--- src/rtl/clk_div_multi_pkg.sv ---
// Shared definitions for the multi-channel clock divider.
//   mode_e            : per-channel output mode (toggle / pulse)
//   DIV_RESET_DEFAULT : divisor loaded into every channel at reset
//   clog2()           : select-width helper, never returns less than 1
package clk_div_multi_pkg;

    typedef enum logic {
        MODE_TOGGLE = 1'b0,
        MODE_PULSE  = 1'b1
    } mode_e;

    localparam int unsigned DIV_RESET_DEFAULT = 49999;

    function automatic int unsigned clog2(input int unsigned value);
        int unsigned w;
        w = 1;
        while ((64'd1 << w) < 64'(value)) w++;
        return w;
    endfunction

endpackage

--- src/rtl/clk_div_chan.sv ---
// One divider channel: down-counter, active/pending divisor and registered
// out/tick generation.
//   iCLK, iRST_N : clock, async active-low reset
//   en, mode     : run enable, output mode (0 toggle, 1 pulse)
//   sync         : restart strobe shared by all channels
//   wr, wr_div   : decoded divisor write and its value
//   out, tick    : generated clock/strobe, terminal-count strobe
//   pending      : a written divisor is waiting to be applied
module clk_div_chan
    import clk_div_multi_pkg::*;
#(
    parameter int unsigned               COUNTER_WIDTH = 16,
    parameter logic [COUNTER_WIDTH-1:0]  DIV_RESET     = COUNTER_WIDTH'(DIV_RESET_DEFAULT)
) (
    input  logic                     iCLK,
    input  logic                     iRST_N,
    input  logic                     en,
    input  logic                     mode,
    input  logic                     sync,
    input  logic                     wr,
    input  logic [COUNTER_WIDTH-1:0] wr_div,
    output logic                     out,
    output logic                     tick,
    output logic                     pending
);

    logic [COUNTER_WIDTH-1:0] cnt_q, cnt_d;
    logic [COUNTER_WIDTH-1:0] div_act_q, div_act_d;
    logic [COUNTER_WIDTH-1:0] div_pend_q, div_pend_d;
    logic                     pend_v_q, pend_v_d;
    logic                     out_q, out_d;
    logic                     tick_q, tick_d;
    logic                     term;
    logic                     reload;
    logic [COUNTER_WIDTH-1:0] reload_div;
    mode_e                    mode_sel;

    always_comb begin
        mode_sel   = mode_e'(mode);
        term       = en && (cnt_q == '0) && !sync;
        // Disable, sync and terminal count all restart the period and are
        // the only points where a pending divisor becomes active.
        reload     = !en || sync || term;
        reload_div = pend_v_q ? div_pend_q : div_act_q;

        cnt_d      = cnt_q - COUNTER_WIDTH'(1);
        div_act_d  = div_act_q;
        div_pend_d = div_pend_q;
        pend_v_d   = pend_v_q;

        if (reload) begin
            cnt_d     = reload_div;
            div_act_d = reload_div;
            pend_v_d  = 1'b0;
        end

        // A write in a reload cycle lands behind the divisor being applied.
        if (wr) begin
            div_pend_d = wr_div;
            pend_v_d   = 1'b1;
        end

        tick_d = term;
        if (!en || sync) begin
            out_d = 1'b0;
        end else if (mode_sel == MODE_PULSE) begin
            out_d = term;
        end else begin
            out_d = out_q ^ term;
        end
    end

    always_ff @(posedge iCLK or negedge iRST_N) begin
        if (!iRST_N) begin
            cnt_q      <= DIV_RESET;
            div_act_q  <= DIV_RESET;
            div_pend_q <= '0;
            pend_v_q   <= 1'b0;
            out_q      <= 1'b0;
            tick_q     <= 1'b0;
        end else begin
            cnt_q      <= cnt_d;
            div_act_q  <= div_act_d;
            div_pend_q <= div_pend_d;
            pend_v_q   <= pend_v_d;
            out_q      <= out_d;
            tick_q     <= tick_d;
        end
    end

    assign out     = out_q;
    assign tick    = tick_q;
    assign pending = pend_v_q;

endmodule

--- src/rtl/clk_div_multi.sv ---
// Multi-channel programmable clock / clock-enable generator.
//   iCLK, iRST_N       : clock, async active-low reset
//   en, mode [NUM_CH]  : per-channel enable and mode (0 toggle, 1 pulse)
//   sync               : restarts every channel in phase
//   wr_en/wr_ch/wr_div : divisor write; wr_ch >= NUM_CH is ignored
//   out, tick, pending : per-channel generated clock, terminal strobe,
//                        write-waiting flag
module clk_div_multi
    import clk_div_multi_pkg::*;
#(
    parameter int unsigned               NUM_CH        = 4,
    parameter int unsigned               COUNTER_WIDTH = 16,
    parameter logic [COUNTER_WIDTH-1:0]  DIV_RESET     = COUNTER_WIDTH'(DIV_RESET_DEFAULT)
) (
    input  logic                       iCLK,
    input  logic                       iRST_N,
    input  logic [NUM_CH-1:0]          en,
    input  logic [NUM_CH-1:0]          mode,
    input  logic                       sync,
    input  logic                       wr_en,
    input  logic [clog2(NUM_CH)-1:0]   wr_ch,
    input  logic [COUNTER_WIDTH-1:0]   wr_div,
    output logic [NUM_CH-1:0]          out,
    output logic [NUM_CH-1:0]          tick,
    output logic [NUM_CH-1:0]          pending
);

    localparam int unsigned CH_W = clog2(NUM_CH);

    logic [NUM_CH-1:0] wr_sel;

    always_comb begin
        wr_sel = '0;
        for (int unsigned i = 0; i < NUM_CH; i++) begin
            if (wr_en && (wr_ch == CH_W'(i))) wr_sel[i] = 1'b1;
        end
    end

    for (genvar g = 0; g < NUM_CH; g++) begin : g_ch
        clk_div_chan #(
            .COUNTER_WIDTH (COUNTER_WIDTH),
            .DIV_RESET     (DIV_RESET)
        ) u_chan (
            .iCLK    (iCLK),
            .iRST_N  (iRST_N),
            .en      (en[g]),
            .mode    (mode[g]),
            .sync    (sync),
            .wr      (wr_sel[g]),
            .wr_div  (wr_div),
            .out     (out[g]),
            .tick    (tick[g]),
            .pending (pending[g])
        );
    end

endmodule

--- config.mk ---
export PLATFORM = sky130hd
export DESIGN_NAME = clk_div_multi
export DESIGN_NICKNAME = d
export VERILOG_FILES = /design/src/rtl/clk_div_multi_pkg.sv /design/src/rtl/clk_div_chan.sv /design/src/rtl/clk_div_multi.sv
export SDC_FILE = /design/constraint.sdc
export NUM_CORES = 1
export LEC_CHECK = 0
export CORE_MARGIN = 5
export CORE_UTILIZATION = 50
export CTS_CLUSTER_DIAMETER = 40
export DETAILED_ROUTE_END_ITERATION = 10
export DONT_BUFFER_PORTS = 1
export PLACE_DENSITY = 0.72
export SLEW_MARGIN = 25
export SYNTH_ARGS = -nofsm -noshare
export SYNTH_HDL_FRONTEND = slang
export SYNTH_SLANG_ARGS = --single-unit
--- constraint.sdc ---
create_clock -name iCLK -period 6.7 [get_ports iCLK]
set_clock_uncertainty 0.05 [all_clocks]
set_input_delay 1.005 -clock iCLK [delete_from_list [all_inputs] [get_ports iCLK]]
set_output_delay 1.005 -clock iCLK [all_outputs]
set_load 0.005 [all_outputs]
==> impl_metrics.env <==
export IMPL_hold_buffers=0
export IMPL_fin_crit_ps=3240
export IMPL_r2r_slack_ps=3460
export IMPL_cts_setup_buffers=0
export IMPL_worst_setup_path_start_kind="flop"
export IMPL_synth_edff_count=0
export IMPL_crit_arrival_ps=3610
export IMPL_hpwl_mm=12.3
export IMPL_drc=0
export IMPL_first_global_vias=6051
export IMPL_io_buffers=0
export IMPL_drive_gt1_share_pct=32.7
export IMPL_route_met2_wl_mm=9.41
export IMPL_antenna_found_initial=0
export IMPL_dieWidth_um=148
export IMPL_power_switching_share_pct=27.0
export IMPL_synthesis_nets=825
export IMPL_slew_headroom_pct=32.1
export IMPL_worstPathCellList="nor4_2 -> nand4_1 -> nand2_1 -> nand2_1 -> mux2_2"
export IMPL_worst_path_buf_inv=0
export IMPL_cpMostUsedCell="nand2_1"
export IMPL_maxCapViolCount=0
export IMPL_initial_core_util_pct=51.0
export IMPL_worstPathRequired_ps=7070
export IMPL_grt_use_total_pct=17.9
export IMPL_synthCells=787
export IMPL_cts_path_max_buffers=3
export IMPL_clock_latency_ps=540
export IMPL_drt_iter0_drc=300
export IMPL_cts_resized_gates=0
export IMPL_ios=42
export IMPL_wl_met3_mm=1.00
export IMPL_worst_pin_slew_ps=1010
export IMPL_place_ws_ps=3440
export IMPL_clk_pin_slew_ps=60
export IMPL_top_layer="met4"
export IMPL_slowest_delay_ps=720
export IMPL_hp_class="in -> async"
export IMPL_fmax_mhz=309
export IMPL_cts_tree="done"
export IMPL_rsz0062_at_grt="false"
export IMPL_cts_root_buf="clkbuf_16"
export IMPL_finalCritPeriodShare_pct=48.3
export IMPL_grt_pass1_wl_mm=32.0
export IMPL_setup_viol=0
export IMPL_p_comb_share_pct=17.9
export IMPL_syn_area_um2=9570
export IMPL_area_growth_pct=11.9
export IMPL_place_congestion=0.807
export IMPL_irDropWorstVdd_v=0.000221
export IMPL_p_clk_share_pct=37.1
export IMPL_crit_path_end_kind="flop"
export IMPL_power_frac_seq_pct=45.0
export IMPL_p_per_area_nw_per_um2=411
export IMPL_htree_levels=1
export IMPL_ys_warn_count=0
export IMPL_total_power_mw=4.41
export IMPL_fin_nets=812
export IMPL_slowest_stage="nand2_1"
export IMPL_leakage_nw=4.36
export IMPL_wl_mm=19.3
export IMPL_grt_max_degree=205
export IMPL_internal_power_mw=3.22
export IMPL_synthFlopType="dfrtp_1"
export IMPL_viasPerCell=5.64
export IMPL_detailroute_via_count=5812
export IMPL_wl_per_cell_um=18.7
export IMPL_gr_total_overflow=0
export IMPL_dieArea_um2=22000
export IMPL_syn_area_per_cell_um2=12.2
export IMPL_core_um2=18800
export IMPL_fin_tns_setup_ps=0
export IMPL_synth_async_reset_ratio_pct=100
export IMPL_cp_top_family="simple AND/OR/NAND/NOR gates"
export IMPL_cts_inserted_buffers=29
export IMPL_clkSinkCount=204
export IMPL_ys_seq_elements=204
export IMPL_hold_viol=0
export IMPL_num_rows=50
export IMPL_met1Wirelength_mm=8.27
export IMPL_synth_distinct_cells=48
export IMPL_status="complete, no violations"
export IMPL_die_y_um=148
export IMPL_yosysSeqAreaShare_pct=54.3
export IMPL_path_class="reg -> reg"
export IMPL_p_sw_mw=1.19
export IMPL_antennaDiodeCount=0
export IMPL_ant_nets=0
export IMPL_first_pass_iters=4
export IMPL_drv_slew=0
export IMPL_worstPathMaxFanout=31
export IMPL_layout_setup_ws_ps=3460
[cell families (layout without fill, tap and decap cells)]
group	count (synthesis)	in the layout	synth area share, %
DFF	204	204	54.3
and+or+nand+nor	196	196	11.2
adders and majority gates	8	8	1.05
buffers and inverters	57	67	2.90
muxes	160	160	18.9
AOI/OAI and AO/OA	111	111	7.03
xor gates and xnor gates	51	51	4.67
[Yosys cell counts (all sizes together) (4+ instances only)]
cell,instances,area (um^2)
a211oi,30,225
a21oi,41,213
buf,18,131
clkbuf,30,113
dfrtp,132,3300
dfstp,72,1890
ha,8,100
inv,9,33.8
mux2,134,1550
mux2i,26,260
nand2,50,188
nand2b,12,75.1
nand3,8,40.0
nand3b,5,37.5
nor2,38,143
nor2b,36,225
nor3,7,35.0
nor4,14,109
o21ai,29,149
or3,4,25.0
or4,6,52.6
xnor2,27,236
xor2,24,210
[power by group through the flow]
stage | sequential (mW) | clock (mW) | combinational (mW)
floorplan | 1.91 | 0 | 0.680
global placement | 1.97 | 0 | 0.754
detailed placement | 2.00 | 0 | 0.788
CTS | 1.98 | 1.67 | 0.795
global route | 2.04 | 1.73 | 0.884
finish | 1.99 | 1.63 | 0.789
[cell type report]
| class | count | area (um^2) |
|---|---|---|
| inverter | 9 | 33.8 |
| sequential | 204 | 5200 |
| tap | 234 | 293 |
| clock buffer | 41 | 831 |
| fill | 1519 | 8050 |
| clock inverter | 13 | 225 |
| multi-input combinational | 526 | 4110 |
| timing repair buffer | 4 | 30.0 |
[stage by stage]
| step | hold slack [ps] | cell area, um^2 | cells | util, % |
|---|---|---|---|---|
| 2_1_floorplan | 406 | 9570 | 787 | - |
| 3_3_place_gp | 416 | 9660 | 977 | 51.5 |
| 3_5_place_dp | 428 | 9660 | 977 | 51.5 |
| 4_1_cts | 88.8 | 10700 | 1031 | 57.1 |
| 5_1_grt | 80.5 | 10700 | 1031 | 57.1 |
| 6_report | 103 | 10700 | 1031 | 57.1 |
[path summary, 6_finish.rpt]
kind                                                 to                         start  cells past startpoint
max                         g_ch[3].u_chan.div_act_q[7]       g_ch[3].u_chan.cnt_q[5]                      5
min                             g_ch[1].u_chan.cnt_q[7]                        iRST_N                      0
max reg2reg                 g_ch[3].u_chan.div_act_q[7]       g_ch[3].u_chan.cnt_q[5]                      5
min reg2reg                g_ch[0].u_chan.div_act_q[12]  g_ch[0].u_chan.div_act_q[12]                      1
max in group asynchronous       g_ch[0].u_chan.cnt_q[6]                        iRST_N                      0
min in group iCLK          g_ch[0].u_chan.div_act_q[12]  g_ch[0].u_chan.div_act_q[12]                      1
[registers in the layout, summed over array words and instances (netlist names)]
signal                  flops
g_ch.u_chan.out             4
g_ch.u_chan.div_pend_q     64
g_ch.u_chan.tick            4
g_ch.u_chan.pending         4
g_ch.u_chan.cnt_q          64
g_ch.u_chan.div_act_q      64
[layout by cell type (no fill, tap or decap), types with 24 or more instances in the layout]
cell type,synthesis,final
xor2_1,24,24
nor2b_1,36,36
xnor2_1,27,27
mux2i_1,26,26
a21oi_1,39,39
clkbuf_16,0,29
nor2_1,38,38
o21ai_0,28,28
dfstp_2,72,72
mux2_2,114,114
a211oi_1,30,30
nand2_1,50,50
dfrtp_1,132,130
[routing by layer]
layer | global-route usage [%] | vias to the layer above
met3 | 4.17 | 45
met4 | 6.61 | 0
met1 | 22.6 | 2885
li1 | - | 2762
met5 | 0 | -
met2 | 30.2 | 120
No activity file was read; power rests on OpenSTA's default activity.
